==> config.mk <==
export PLATFORM = sky130hd
export DESIGN_NAME = circ_window_counter
export DESIGN_NICKNAME = d
export VERILOG_FILES = /design/src/rtl/circ_window_counter_pkg.sv /design/src/rtl/circ_window_counter_mod_step.sv /design/src/rtl/circ_window_counter.sv
export SDC_FILE = /design/constraint.sdc
export NUM_CORES = 1
export LEC_CHECK = 0
export CAP_MARGIN = 15
export CORE_UTILIZATION = 50
export CTS_BUF_LIST = sky130_fd_sc_hd__clkbuf_8
export DETAILED_ROUTE_END_ITERATION = 8
export PLACE_DENSITY_LB_ADDON = 0.3
export REMOVE_ABC_BUFFERS = 1
export SYNTH_ARGS = -nofsm -noshare
export SYNTH_HDL_FRONTEND = slang
export SYNTH_HIERARCHICAL = 1
export SYNTH_SLANG_ARGS = --single-unit
==> constraint.sdc <==
create_clock -name clk -period 1.9 [get_ports clk]
set_input_delay 0.19 -clock clk [delete_from_list [all_inputs] [get_ports clk]]
set_output_delay 0.19 -clock clk [all_outputs]
set_load 0.005 [all_outputs]
==> src/rtl/circ_window_counter_pkg.sv <==
// rtl/circ_window_counter_pkg.sv - shared width helper and command encoding for circ_window_counter
package circ_window_counter_pkg;

  // Index width never drops below one bit, even for tiny moduli.
  function automatic int cwc_idx_w(input int m);
    return ($clog2(m) < 1) ? 1 : $clog2(m);
  endfunction

  typedef enum logic [1:0] {
    CMD_HOLD = 2'd0,
    CMD_INC  = 2'd1,
    CMD_DEC  = 2'd2,
    CMD_LD   = 2'd3
  } cmd_e;

endpackage

==> src/rtl/circ_window_counter_mod_step.sv <==
// rtl/circ_window_counter_mod_step.sv - combinational (idx +/- 1) mod MOD step
module mod_step
  import circ_window_counter_pkg::*;
#(
  parameter int MOD   = 5,
  parameter int IDX_W = cwc_idx_w(MOD)
) (
  input  logic [IDX_W-1:0] idx,
  input  logic             up,
  output logic [IDX_W-1:0] res
);

  localparam logic [IDX_W-1:0] IDX_MAX = IDX_W'(MOD - 1);

  // Compare-to-bound instead of a modulo so the step stays a single adder.
  always_comb begin
    res = '0;
    if (up) begin
      res = (idx == IDX_MAX) ? '0 : idx + IDX_W'(1);
    end else begin
      res = (idx == '0) ? IDX_MAX : idx - IDX_W'(1);
    end
  end

endmodule

==> src/rtl/circ_window_counter.sv <==
// rtl/circ_window_counter.sv - circular index counter with registered prev/cur/next window
module circ_window_counter
  import circ_window_counter_pkg::*;
#(
  parameter int MOD   = 5,
  parameter int IDX_W = cwc_idx_w(MOD),
  parameter int LAP_W = 4
) (
  input  logic             clk,
  input  logic             rst,
  input  logic             inc,
  input  logic             dec,
  input  logic             ld,
  input  logic [IDX_W-1:0] ld_val,
  output logic [IDX_W-1:0] prev,
  output logic [IDX_W-1:0] cur,
  output logic [IDX_W-1:0] next,
  output logic             wrap,
  output logic             ld_err,
  output logic [LAP_W-1:0] lap_cnt
);

  localparam int               IDX_W1  = IDX_W + 1;
  localparam logic [IDX_W-1:0] IDX_MAX = IDX_W'(MOD - 1);
  localparam logic [IDX_W:0]   MOD_V   = IDX_W1'(MOD);

  cmd_e             cmd;
  logic             ld_ok;
  logic [IDX_W-1:0] next_next, prev_prev, ld_next, ld_prev;

  mod_step #(.MOD(MOD), .IDX_W(IDX_W)) u_nn  (.idx(next),   .up(1'b1), .res(next_next));
  mod_step #(.MOD(MOD), .IDX_W(IDX_W)) u_pp  (.idx(prev),   .up(1'b0), .res(prev_prev));
  mod_step #(.MOD(MOD), .IDX_W(IDX_W)) u_ldn (.idx(ld_val), .up(1'b1), .res(ld_next));
  mod_step #(.MOD(MOD), .IDX_W(IDX_W)) u_ldp (.idx(ld_val), .up(1'b0), .res(ld_prev));

  // Simultaneous inc and dec cancel out and fall through to hold.
  always_comb begin
    cmd   = CMD_HOLD;
    ld_ok = ({1'b0, ld_val} < MOD_V);
    if (ld) begin
      cmd = CMD_LD;
    end else if (inc && !dec) begin
      cmd = CMD_INC;
    end else if (dec && !inc) begin
      cmd = CMD_DEC;
    end
  end

  always_ff @(posedge clk) begin
    if (rst) begin
      cur     <= '0;
      prev    <= IDX_MAX;
      next    <= IDX_W'(1);
      wrap    <= 1'b0;
      ld_err  <= 1'b0;
      lap_cnt <= '0;
    end else begin
      wrap   <= 1'b0;
      ld_err <= 1'b0;
      case (cmd)
        CMD_INC: begin
          prev <= cur;
          cur  <= next;
          next <= next_next;
          if (cur == IDX_MAX) begin
            wrap    <= 1'b1;
            lap_cnt <= lap_cnt + LAP_W'(1);
          end
        end
        CMD_DEC: begin
          next <= cur;
          cur  <= prev;
          prev <= prev_prev;
          if (cur == '0) begin
            wrap    <= 1'b1;
            lap_cnt <= lap_cnt - LAP_W'(1);
          end
        end
        CMD_LD: begin
          if (ld_ok) begin
            cur  <= ld_val;
            prev <= ld_prev;
            next <= ld_next;
          end else begin
            ld_err <= 1'b1;
          end
        end
        default: ;
      endcase
    end
  end

endmodule
### Yosys cells after proc, flatten, opt, wreduce, memory -nomap -nowiden

Cells that the tools add are included.

| storage, ports and cells | value |
|---|---|
| output and inout port bits | 15 |
| word-level logic and storage cells | 55 |
| latch bits | 0 |
| bits in writable memories | 0 |
| memories kept | 0 |
| register bits after elaboration | 15 |
| bits in read-only memories | 0 |
| input port bits | 8 |

| cells by class | value |
|---|---|
| shifts and indexed selects | 0 |
| multiplexer cells | 20 |
| bitwise gates (word level) | 1 |
| add/sub/neg operators | 6 |
| $mul | 0 |
| order comparisons | 1 |
| reduce and logical (&&, ||, !) cells | 12 |
| div/mod/pow operators | 0 |
| eq/ne operators | 9 |

Operators with widths:

| operator | number |
|---|---|
| $pmux W3 S3 | 3 |
| $mux W3 | 7 |
| $eq A3 B3 Y1 const B | 3 |
| $logic_not A3 Y1 | 3 |
| $mux W4 | 2 |
| $pmux W4 S2 | 1 |
| $add A3 B1 Y3 const B | 2 |
| $mux W2 | 3 |
| $ne A2 B2 Y1 const B | 3 |
| $sub A3 B1 Y3 const B | 2 |
| $add A4 B1 Y4 const B | 1 |
| $eq A2 B2 Y1 const B | 2 |
| $sub A4 B1 Y4 const B | 1 |
| $lt A3 B3 Y1 const B | 1 |
| $mux W1 | 3 |
| $reduce_and A3 Y1 | 1 |
| $reduce_bool A3 Y1 | 1 |
| $eq A2 B1 Y1 const B | 1 |
| $logic_and A1 B1 Y1 | 2 |
| $logic_not A1 Y1 | 2 |
| $pmux W1 S2 | 1 |
| $reduce_and A2 Y1 | 1 |
| $reduce_bool A2 Y1 | 1 |
| $reduce_or A2 Y1 | 1 |
| $not A1 Y1 | 1 |

### Longest topological paths before layout

Gate-level depths: netlist of the first run.

| depth | value |
|---|---|
| depth in word-level cells | 8 |
| depth in mapped cells | 10 |
| mapped depth without buffers | 9 |

### Cells and area by module

The synthesis of the first run kept the hierarchy.

By module, submodules not included:

| module | area each (sq um) | instances | sequential area each (sq um) | cells each |
|---|---|---|---|---|
| circ_window_counter | 978.4 | 1 | 300.3 | 123 |
| mod_step | 113.9 | 4 | 0.0 | 14 |

### Worst setup path before layout of the first run

OpenSTA, ideal clock, no wires.

| timing path | value |
|---|---|
| path kind | input-to-reg |
| start point | in ld |
| end point | reg lap_cnt[2] |
| required time | 1.830 ns |
| slack | -0.023 ns |
| path buffers | 2 |
| stages | 10 |
| setup time | 0.070 ns |
| arrival | 1.853 ns |
| cell sequence | clkbuf_1 > a21oi_1 > ha_1 > buf_6 > xor2_1 > ha_1 > a21oi_1 > xor2_1 > or3_1 > a21oi_1 |

| on the way | value |
|---|---|
| longest elaborated chain between the ends | 4 |
| elaborated cells between the ends (all ways) | 8 |
| those cells by class | eq/ne: 4; mux: 2; reduce/logical: 2 |

RTL lines:

| what | RTL line | RTL |
|---|---|---|
| start, declared | circ_window_counter.sv:13 | `input logic ld,` |
| $mux W2 * | circ_window_counter.sv:40 | `if (ld) begin` |
| $eq A2 B2 Y1 / $eq A2 B1 Y1 (equally long branches) | circ_window_counter.sv:60 | `case (cmd)` |
| $ne A2 B2 Y1 (no source line) / $reduce_bool A2 Y1 (equally long branches) | n/a |  |
| $reduce_and A3 Y1 (no source line) | n/a |  |
| end signal, assigned | circ_window_counter.sv:67 | `lap_cnt <= lap_cnt + LAP_W'(1);` |
| end signal, assigned | circ_window_counter.sv:76 | `lap_cnt <= lap_cnt - LAP_W'(1);` |
| end, declared | circ_window_counter.sv:20 | `output logic [LAP_W-1:0] lap_cnt` |

Mark *: on every way between the ends. The rest lies on a longest branch, timed or not.
A chain may end at the register's enable or synchronous reset.

### Worst setup path after layout of the first run

| timing path | value |
|---|---|
| start point | in inc |
| end point | reg lap_cnt[2] |

| on the way | value |
|---|---|
| longest elaborated chain between the ends | 8 |
| elaborated cells between the ends (all ways) | 13 |
| those cells by class | eq/ne: 4; mux: 4; reduce/logical: 5 |

RTL lines:

| what | RTL line | RTL |
|---|---|---|
| start, declared | circ_window_counter.sv:11 | `input logic inc,` |
| $logic_not A1 Y1 | circ_window_counter.sv:44 | `end else if (dec && !inc) begin` |
| $logic_and A1 B1 Y1 | circ_window_counter.sv:44 |  |
| $mux W2 | circ_window_counter.sv:44 |  |
| $mux W2 * | circ_window_counter.sv:42 | `end else if (inc && !dec) begin` |
| $mux W2 * | circ_window_counter.sv:40 |  |
| $eq A2 B2 Y1 / $eq A2 B1 Y1 (equally long branches) | circ_window_counter.sv:60 |  |
| $ne A2 B2 Y1 (no source line) / $reduce_bool A2 Y1 (equally long branches) | n/a |  |
| $reduce_and A3 Y1 (no source line) | n/a |  |

Marked as above.

==> results of run 1 <==
[worst min path at each step]
stage | slack, ps | endpoint | start | cells after the start
3_5_place_dp | 540 | lap_cnt[2]$_SDFFE_PP0P_ | lap_cnt[2]$_SDFFE_PP0P_ | 2
4_1_cts | 550 | lap_cnt[2]$_SDFFE_PP0P_ | lap_cnt[2]$_SDFFE_PP0P_ | 2
5_1_grt | 580 | cur[1]$_SDFFE_PP0P_ | cur[1]$_SDFFE_PP0P_ | 2
2_1_floorplan | 260 | cur[0]$_SDFFE_PP0P_ | rst | 1
3_3_place_gp | 490 | lap_cnt[2]$_SDFFE_PP0P_ | lap_cnt[2]$_SDFFE_PP0P_ | 2
6_report | 560 | cur[0]$_SDFFE_PP0P_ | cur[0]$_SDFFE_PP0P_ | 2
[flip-flops by register name, indices dropped and copies added (netlist names)]
name     flops
lap_cnt      4
ld_err       1
wrap         1
cur          3
next         3
prev         3
[placed cells by master, fill, tap and decap left out, drive strengths merged, types with 5 or more instances in the layout]
master         synthesis  layout
or2                    6       6
mux2i                  5       5
dfxtp                 15      15
nor2b                  9       9
inv                   16      17
buf                    2      28
clkdlybuf4s50          0      19
a21oi                 16      16
ha                    18      18
o211ai                 6       6
nor2                  11      11
nand2                 19      19
conb                   2      16
o21ai                 18      18
[cell families (layout without fill, tap and decap cells)]
family,count (synthesis),after routing,synth area share
compound gates,49,49,0.216
xor+xnor,7,7,0.0428
fa+ha+maj,18,18,0.157
buf+inv,22,70,0.0654
flops,15,15,0.209
mux,9,9,0.0977
other cells,2,16,0.00524
simple gates,57,57,0.207
[repair_timing]
item / 4_1_cts / 5_1_grt
setup buffers: 3 / 3
resized for setup: 9 / 16
setup endpoints to repair: 14 / 14
pin swaps: 3 / 4
[where the power goes]
part / switching (W) / internal [W]
clock: 0.000114 / 0.000143
sequential: 0.0000570 / 0.000355
combinational: 0.000232 / 0.000284
[layer usage]
metal	part of all wire	vias to the layer above
met3	0.058	8
met5	0	-
met2	0.51	50
met1	0.42	668
li1	-	726
met4	0.013	0
[worst register-to-register path, cell delays in order (launching register included)]
cell                      delay [ps]
sky130_fd_sc_hd__dfxtp_1         330
sky130_fd_sc_hd__inv_1            80
sky130_fd_sc_hd__ha_1            200
sky130_fd_sc_hd__or2_0           190
sky130_fd_sc_hd__mux4_2          460
sky130_fd_sc_hd__nor2b_1         130
sky130_fd_sc_hd__o21ai_0         100
sky130_fd_sc_hd__o21ai_1         100
sky130_fd_sc_hd__o21ai_1          90
[per-stage QoR]
stage	instances	total power [W]	util	area (µm²)	hold WS (ps)
global placement	262	0.000863	0.686	1880	493
detailed placement	262	0.000883	0.686	1880	538
global route	272	0.00126	0.749	2050	578
finish	272	0.00119	0.749	2050	564
floorplan	187	0.000671	-	1450	259
CTS	269	0.00115	0.721	1970	546
[area by class of cell]
class                           count  area [µm²]
Clock buffer                        3        41.3
Clock inverter                      1        3.75
Fill cell                         199         686
Inverter                           16        60.1
Multi-Input combinational cell    156        1170
Sequential cell                    15         302
Tap cell                           31        38.8
Timing Repair Buffer               50         430
==> impl_metrics.env, run 1 <==
export IMPL_synth_async_sr_flop_share=0
export IMPL_groute_layer_met3_usage=0.0539
export IMPL_worst_r2r_cell_count=8
export IMPL_cts_root_buf="sky130_fd_sc_hd__clkbuf_8"
export IMPL_placement_io_buffers=22
export IMPL_fmax_mhz=536
export IMPL_post_drt_wl_per_cell_um=13.6
export IMPL_fp_coreArea_um2=2730
export IMPL_yosysMostFrequentCell="sky130_fd_sc_hd__nand2_1"
export IMPL_critPathMaxStageDelay_ps=330
export IMPL_maximum_number_of_pins_on_one_net_before_global_route_repair=13
export IMPL_finalHoldViolations=0
export IMPL_flop_and_latch_count_out_of_synthesis=15
export IMPL_clock_skew_ps=0.367
export IMPL_ctsHoldBuffers=0
export IMPL_worstPathBufferInverterCount=3
export IMPL_post_route_drc_count=0
export IMPL_ys_types=43
export IMPL_setup_viol=0
export IMPL_grt_most_used_layer="met2"
export IMPL_total_leakage_power_nw=0.903
export IMPL_cp_num_cells=11
export IMPL_postLayoutSetupSlackWorst_ps=33.7
export IMPL_cp_start_kind="input pin"
export IMPL_die_y_um=55.6
export IMPL_timing_final_crit_period_ps=1870
export IMPL_layout_drive_gt1_share=0.237
export IMPL_boundaryPins=23
export IMPL_numCtsBuffers=3
export IMPL_wirelength_mm=3.70
export IMPL_global_route_wire_length_before_repair_mm=6.47
export IMPL_synth_top_flop_cell="sky130_fd_sc_hd__dfxtp_1"
export IMPL_antenna_diode_count=0
export IMPL_die_width_um=55.6
export IMPL_timing_critical_path_max_delay_family="buffers and inverters"
export IMPL_crit_path_end="lap_cnt[2]$_SDFFE_PP0P_"
export IMPL_syn_mean_instance_area_um2=8.01
export IMPL_worstHoldPathType="reg2reg"
export IMPL_firstDrtPassIters=4
export IMPL_p_per_area_nw_per_um2=579
export IMPL_gp_congestion=0.856
export IMPL_clkSinkCount=15
export IMPL_grt_met1_usage=0.317
export IMPL_timing_setup_critical_path_class="in2reg"
export IMPL_routed_via_count=1452
export IMPL_grt_antenna_before_repair=0
export IMPL_starting_density_of_the_core=0.524
export IMPL_synth_top_cell_area_share=0.209
export IMPL_slew_viol_final=0
export IMPL_grt_pass1_vias=1520
export IMPL_clock_tree_buffer_depth=2
export IMPL_r2r_end="prev[2]$_SDFFE_PP1P_"
export IMPL_slowest_stage="sky130_fd_sc_hd__or3_1"
export IMPL_drv_max_cap_violation_count=0
export IMPL_result_of_the_run="finished, final reports clean"
export IMPL_timing_rr_start="prev[1]$_SDFFE_PP0P_"
export IMPL_detailedPlacementHpwl_mm=2.62
export IMPL_r2r_slack_ps=100
export IMPL_critical_path_arrival_ps=2050
export IMPL_startpoint="inc"
export IMPL_floorplan_rows=19
export IMPL_yosys_warnings=6
export IMPL_setup_total_negative_slack_ps=0
export IMPL_initialDrtViolationCount=48
export IMPL_synthTopCellsByArea="sky130_fd_sc_hd__dfxtp_1, sky130_fd_sc_hd__ha_1, sky130_fd_sc_hd__mux4_2"
export IMPL_global_route_usage_total=0.258
export IMPL_synth_yosys_seq_area_share=0.209
export IMPL_post_route_period_util=0.982
export IMPL_tritoncts="yes"
export IMPL_timing_critical_path_fanout_max=3
export IMPL_placement_setup_worst_slack_ps=-502
export IMPL_fin_nets=268
export IMPL_global_route_usage_met2=0.448
export IMPL_vdd_ir_drop_max_v=0.000636
export IMPL_post_synth_instance_area_um2=1430
export IMPL_yosysTopAreaCell="sky130_fd_sc_hd__dfxtp_1"
export IMPL_synthToLayoutAreaGrowth_pct=42.8
export IMPL_critPathCaptureType="flop"
export IMPL_netlist_top_cells_count="sky130_fd_sc_hd__nand2_1, sky130_fd_sc_hd__ha_1, sky130_fd_sc_hd__a21oi_1, sky130_fd_sc_hd__inv_1, sky130_fd_sc_hd__dfxtp_1"
export IMPL_postSynthCellCount=179
export IMPL_required_worst_endpoint_ps=2090
export IMPL_htree_num_levels=1
export IMPL_vias_per_cell=5.34
export IMPL_grt_overflow_total=0
export IMPL_ant_nets=0
export IMPL_clk_pin_slew_ps=60
export IMPL_crit_chain="dlygate4sd2_1 > inv_1 > a21o_1 > buf_4 > ha_4 > xor2_1 > ha_2 > a21oi_2 > xor2_1 > or3_1 > a21oi_2"
export IMPL_design_die_area_um2=3090
export IMPL_synth_edf_count=0
export IMPL_worstSkewPairLatency_ps=250
(Power assumes the default switching activity.)
==> inputs of run 2 (changes only) <==
CORE_MARGIN = 2   (was not set)
==> run 2 against run 1 <==
Effect of this change:
- critical path depth is 1 lower
- sequential share of layout area is 0.20 points higher
- hold slack worse by 3.7 ps
- sequential power hardly changed
- critical endpoint unchanged
==> impl_metrics.env, run 2 (synthesis results as in run 1) <==
export IMPL_grt_pass1_vias=1480
export IMPL_tritoncts="yes"
export IMPL_timing_rr_start="prev[0]$_SDFFE_PP0P_"
export IMPL_vdd_ir_drop_max_v=0.000734
export IMPL_max_reg_flops=4
export IMPL_fp_coreArea_um2=2730
export IMPL_starting_density_of_the_core=0.524
export IMPL_worstHoldStart="next[2]$_SDFFE_PP0P_"
export IMPL_detailedPlacementHpwl_mm=2.80
export IMPL_post_route_drc_count=0
export IMPL_min_path_cells=2
export IMPL_placement_io_buffers=22
export IMPL_power_w=0.00118
export IMPL_max_flop_register="lap_cnt"
export IMPL_clock_tree_buffer_depth=2
export IMPL_vias_per_cell=5.40
export IMPL_postLayoutSetupSlackWorst_ps=28.9
export IMPL_slew_viol_final=0
export IMPL_final_common_cell="sky130_fd_sc_hd__buf_4"
export IMPL_setup_total_negative_slack_ps=0
export IMPL_grt_antenna_before_repair=0
export IMPL_worstSkewPairLatency_ps=250
export IMPL_floorplan_rows=19
export IMPL_global_route_usage_total=0.235
export IMPL_critical_path_arrival_ps=2060
export IMPL_timing_final_crit_period_ps=1870
export IMPL_met2RoutedLength_mm=1.83
export IMPL_worst_r2r_cell_count=8
export IMPL_die_y_um=57.6
export IMPL_result_of_the_run="finished, final reports clean"
export IMPL_antenna_diode_count=0
export IMPL_placement_setup_worst_slack_ps=-430
export IMPL_clkSinkCount=15
export IMPL_required_worst_endpoint_ps=2090
export IMPL_drv_max_cap_violation_count=0
export IMPL_timing_setup_critical_path_class="in2reg"
export IMPL_cts_root_buf="sky130_fd_sc_hd__clkbuf_8"
export IMPL_highest_layer="met4"
export IMPL_r2r_end="prev[2]$_SDFFE_PP1P_"
export IMPL_setup_viol=0
export IMPL_grt_overflow_total=0
export IMPL_clock_skew_ps=5.43
export IMPL_firstDrtPassIters=4
export IMPL_boundaryPins=23
export IMPL_unrepaired_setup_endpoints_after_global_routing="yes"
export IMPL_clk_pin_slew_ps=70
export IMPL_design_die_area_um2=3310
export IMPL_wl_met3_um=278
export IMPL_die_width_um=57.6
export IMPL_gp_congestion=0.907
export IMPL_wirelength_mm=3.63
export IMPL_post_drt_wl_per_cell_um=13.2
export IMPL_p_per_area_nw_per_um2=589
export IMPL_maximum_number_of_pins_on_one_net_before_global_route_repair=11
export IMPL_total_leakage_power_nw=0.903
export IMPL_worstHoldPathType="reg2reg"
export IMPL_numCtsBuffers=3
export IMPL_ant_nets=0
export IMPL_most_frequent_cells_in_the_layout="sky130_fd_sc_hd__buf_4, sky130_fd_sc_hd__nand2_1, sky130_fd_sc_hd__clkdlybuf4s50_1"
export IMPL_synthToLayoutAreaGrowth_pct=40.3
export IMPL_cp_start_kind="input pin"
export IMPL_critPathCaptureType="flop"
export IMPL_htree_num_levels=1
export IMPL_wl_met1_mm=1.50
export IMPL_min_delay_worst_endpoint="next[2]$_SDFFE_PP0P_"
export IMPL_r2r_slack_ps=90
export IMPL_fin_nets=270
export IMPL_global_route_wire_length_before_repair_mm=6.18
export IMPL_timing_critical_path_fanout_max=3
export IMPL_initialDrtViolationCount=77
export IMPL_fmax_mhz=534
export IMPL_layout_drive_gt1_share=0.218
export IMPL_routed_via_count=1480
export IMPL_finalHoldViolations=0
export IMPL_post_route_period_util=0.985
## run 2: worst max-delay path by stage
| stage | cells after the start | end | startpoint |
|---|---|---|---|
| finish | 10 | lap_cnt[2]$_SDFFE_PP0P_ | inc |
| floorplan | 9 | lap_cnt[2]$_SDFFE_PP0P_ | dec |
| global placement | 10 | lap_cnt[3]$_SDFFE_PP0P_ | dec |
| CTS | 8 | prev[2]$_SDFFE_PP1P_ | prev[0]$_SDFFE_PP0P_ |
| detailed placement | 10 | lap_cnt[3]$_SDFFE_PP0P_ | dec |
| global route | 10 | lap_cnt[2]$_SDFFE_PP0P_ | inc |
## run 2: layout make-up
cell class | count | area, µm²
inverters | 16 | 60.1
repair buffers | 52 | 442
multi-input cells | 156 | 1120
well taps | 31 | 38.8
flip-flops and latches | 15 | 300
fillers | 206 | 722
clock buffers | 3 | 41.3
clock inverters | 1 | 7.51
## run 2: through the flow
step                      instances   util  instance area (µm²)  hold WS [ps]
after floorplan                 187      -                 1450           259
after global placement          267  0.700                 1910           515
after detailed placement        267  0.700                 1910           531
after CTS                       274  0.734                 2010           558
after global routing            274  0.736                 2010           583
final                           274  0.736                 2010           560
## run 2: worst max-delay path, stage by stage
cell and delay [ps]:
sky130_fd_sc_hd__dlygate4sd2_1 250, sky130_fd_sc_hd__inv_1 60, sky130_fd_sc_hd__a21o_1 150, sky130_fd_sc_hd__ha_2 230, sky130_fd_sc_hd__xor2_1 220, sky130_fd_sc_hd__ha_2 220
sky130_fd_sc_hd__a21oi_2 40, sky130_fd_sc_hd__xor2_1 190, sky130_fd_sc_hd__or3_1 390, sky130_fd_sc_hd__a21oi_1 120
## run 2: timing repair
| action | 4_1_cts | 5_1_grt |
|---|---|---|
| endpoints found under the setup margin | 11 | 1 |
| hold buffers | 0 | 0 |
| buffers inserted | 3 | 0 |
| pin swaps | 7 | 0 |
| resized for setup | 12 | 1 |
| gates cloned | 0 | 0 |
## run 2: power breakdown
group | total, W | internal [W] | switching [W]
sequential | 0.000409 | 0.000355 | 0.0000541
combinational | 0.000508 | 0.000277 | 0.000230
clock | 0.000268 | 0.000148 | 0.000121
## run 2: metal layers
| metal | track usage | vias to the layer above |
|---|---|---|
| met5 | 0 | - |
| met4 | 0.0565 | 0 |
| li1 | - | 729 |
| met2 | 0.414 | 51 |
| met1 | 0.283 | 696 |
| met3 | 0.0612 | 4 |
==> inputs of run 3 (changes only) <==
GPL_TIMING_DRIVEN = 0   (was not set)
PLACE_DENSITY = 0.74   (was not set)
PLACE_DENSITY_LB_ADDON = not set   (was 0.3)
==> run 3 against run 2 <==
Effect of this change:
- sequential cell count did not move
- global-route usage down 1.3 points
- utilization is 5.2 points lower
- final area down 7.1%
- count of clock-buffer cells in the layout unchanged
- register-to-register slack about the same
- die area did not move
- sequential power increased by 2%
- largest cell class unchanged
- highest routed layer unchanged
- clock power hardly changed
==> impl_metrics.env, run 3 (synthesis results as in run 1) <==
export IMPL_finalHoldViolations=0
export IMPL_worstHoldPathType="in2reg"
export IMPL_gp_congestion=0.830
export IMPL_htree_num_levels=1
export IMPL_timing_critical_path_fanout_max=4
export IMPL_post_drt_wl_per_cell_um=14.1
export IMPL_r2r_slack_ps=100
export IMPL_slew_viol_final=0
export IMPL_timing_rr_start="prev[1]$_SDFFE_PP0P_"
export IMPL_ctsHoldBuffers=0
export IMPL_setup_viol=0
export IMPL_post_route_drc_count=0
export IMPL_worst_r2r_cell_count=8
export IMPL_cp_start_kind="flop"
export IMPL_final_common_cell="sky130_fd_sc_hd__nand2_1"
export IMPL_max_reg_flops=4
export IMPL_p_per_area_nw_per_um2=616
export IMPL_startpoint="prev[1]$_SDFFE_PP0P_"
export IMPL_timing_setup_critical_path_class="reg2reg"
export IMPL_design_die_area_um2=3310
export IMPL_clkSinkCount=15
export IMPL_crit_chain="inv_1 > ha_1 > or2_0 > mux4_2 > nor2b_1 > o21ai_0 > o21ai_1 > o21ai_1"
export IMPL_instances_no_fill=250
export IMPL_finalInstanceArea_um2=1870
export IMPL_min_path_cells=3
export IMPL_vdd_ir_drop_max_v=0.000514
export IMPL_tightestPinTransition_ps=579
export IMPL_floorplan_rows=19
export IMPL_grt_pass1_vias=1359
export IMPL_critical_path_arrival_ps=1930
export IMPL_clock_tree_buffer_depth=2
export IMPL_finalHoldWorstSlack_ps=359
export IMPL_fmax_mhz=556
export IMPL_post_route_period_util=0.947
export IMPL_fin_nets=246
export IMPL_die_y_um=57.6
export IMPL_routed_via_count=1373
export IMPL_maximum_number_of_pins_on_one_net_before_global_route_repair=18
export IMPL_critPathMaxStageDelay_ps=460
export IMPL_vias_per_cell=5.49
export IMPL_die_width_um=57.6
export IMPL_firstDrtPassIters=4
export IMPL_cts_root_buf="sky130_fd_sc_hd__clkbuf_8"
export IMPL_clock_skew_ps=2.37
export IMPL_wirelength_mm=3.52
export IMPL_unrepaired_setup_endpoints_after_global_routing="no"
export IMPL_required_worst_endpoint_ps=2030
export IMPL_detailedPlacementHpwl_mm=2.44
export IMPL_starting_density_of_the_core=0.524
export IMPL_dpl_cell_area_um2=1710
export IMPL_clk_pin_slew_ps=60
export IMPL_r2r_end="prev[2]$_SDFFE_PP1P_"
export IMPL_initialDrtViolationCount=53
export IMPL_max_flop_register="lap_cnt"
export IMPL_global_route_wire_length_before_repair_mm=5.86
export IMPL_placement_io_buffers=22
export IMPL_fp_coreArea_um2=2730
export IMPL_grt_overflow_total=0
export IMPL_place_detailed_instances=240
export IMPL_total_leakage_power_nw=0.792
export IMPL_crit_path_end="prev[2]$_SDFFE_PP1P_"
export IMPL_result_of_the_run="finished, final reports clean"
export IMPL_slowest_stage="sky130_fd_sc_hd__mux4_2"
export IMPL_ant_nets=0
export IMPL_antenna_diode_count=0
export IMPL_drv_max_cap_violation_count=0
export IMPL_cpMostUsedCell="sky130_fd_sc_hd__o21ai_1"
export IMPL_layout_drive_gt1_share=0.160
export IMPL_grt_antenna_before_repair=0
export IMPL_global_route_usage_total=0.222
export IMPL_critPathCaptureType="flop"
export IMPL_numCtsBuffers=3
export IMPL_slew_limit_headroom=0.612
export IMPL_worstSkewPairLatency_ps=250
export IMPL_timing_final_crit_period_ps=1800
export IMPL_boundaryPins=23
export IMPL_synthToLayoutAreaGrowth_pct=30.4
export IMPL_tritoncts="yes"
export IMPL_most_frequent_cells_in_the_layout="sky130_fd_sc_hd__nand2_1, sky130_fd_sc_hd__clkdlybuf4s50_1, sky130_fd_sc_hd__conb_1"
[run 3: changes by cell type in the layout (fill, tap and decap cells not counted), sizes merged]
cell           before  now
buf                30    6
clkbuf              3    5
clkdlybuf4s50      19   17
clkinv              0    1
clkinvlp            1    0
[run 3: stage by stage]
| step | TNS (ps) | utilization | setup WS, ps | total power (W) |
|---|---|---|---|---|
| 2_1_floorplan | 0 | - | 120 | 0.000671 |
| 3_3_place_gp | -7430 | 0.626 | -696 | 0.000817 |
| 6_report | 0 | 0.684 | 101 | 0.00115 |
| 5_1_grt | 0 | 0.684 | 2.05 | 0.00122 |
| 3_5_place_dp | -8260 | 0.626 | -776 | 0.000840 |
| 4_1_cts | 0 | 0.672 | 17.7 | 0.00113 |
[run 3: timing repair]
item,4_1_cts,5_1_grt
endpoints found under the hold margin,0,0
buffers inserted,4,2
setup endpoints to repair,14,5
gates resized for setup,18,11
pin swaps,3,0
[run 3: critical path, delay by kind of cell, from the launching register on]
kind                       cells  cell delay, ps
buffers and inverters          1              80
and+or+nand+nor                2             320
adders and majority gates      1             210
AOI/OAI and AO/OA              3             250
muxes                          1             460
DFF                            1             360
[run 3: area by class of cell]
cell class                 count  area, µm²
timing repair buffer          28        251
sequential                    15        308
clock buffer                   3       41.3
fill                         235        865
clock inverter                 1       5.00
tap                           31       38.8
inverter                      16       60.1
multi-input combinational    156       1160
[run 3: worst min-delay path by stage]
stage | from | end
final | ld | ld_err$_SDFF_PP0_
after global routing | ld | ld_err$_SDFF_PP0_
after CTS | prev[1]$_SDFFE_PP0P_ | prev[1]$_SDFFE_PP0P_
after detailed placement | prev[1]$_SDFFE_PP0P_ | prev[1]$_SDFFE_PP0P_
after global placement | lap_cnt[2]$_SDFFE_PP0P_ | lap_cnt[2]$_SDFFE_PP0P_
after floorplan | rst | cur[0]$_SDFFE_PP0P_
[run 3: layer usage]
metal	routed length, µm	up-vias	part of all wire	track usage
met5	0	-	0	0
met4	25	0	0.0071	0.0631
met3	157	4	0.045	0.0431
met2	1870	34	0.53	0.403
met1	1470	655	0.42	0.263
li1	-	680	-	-
[run 3: power by group]
group	switching (W)	internal (W)
logic	0.000219	0.000247
registers	0.0000611	0.000356
clock network	0.000123	0.000146
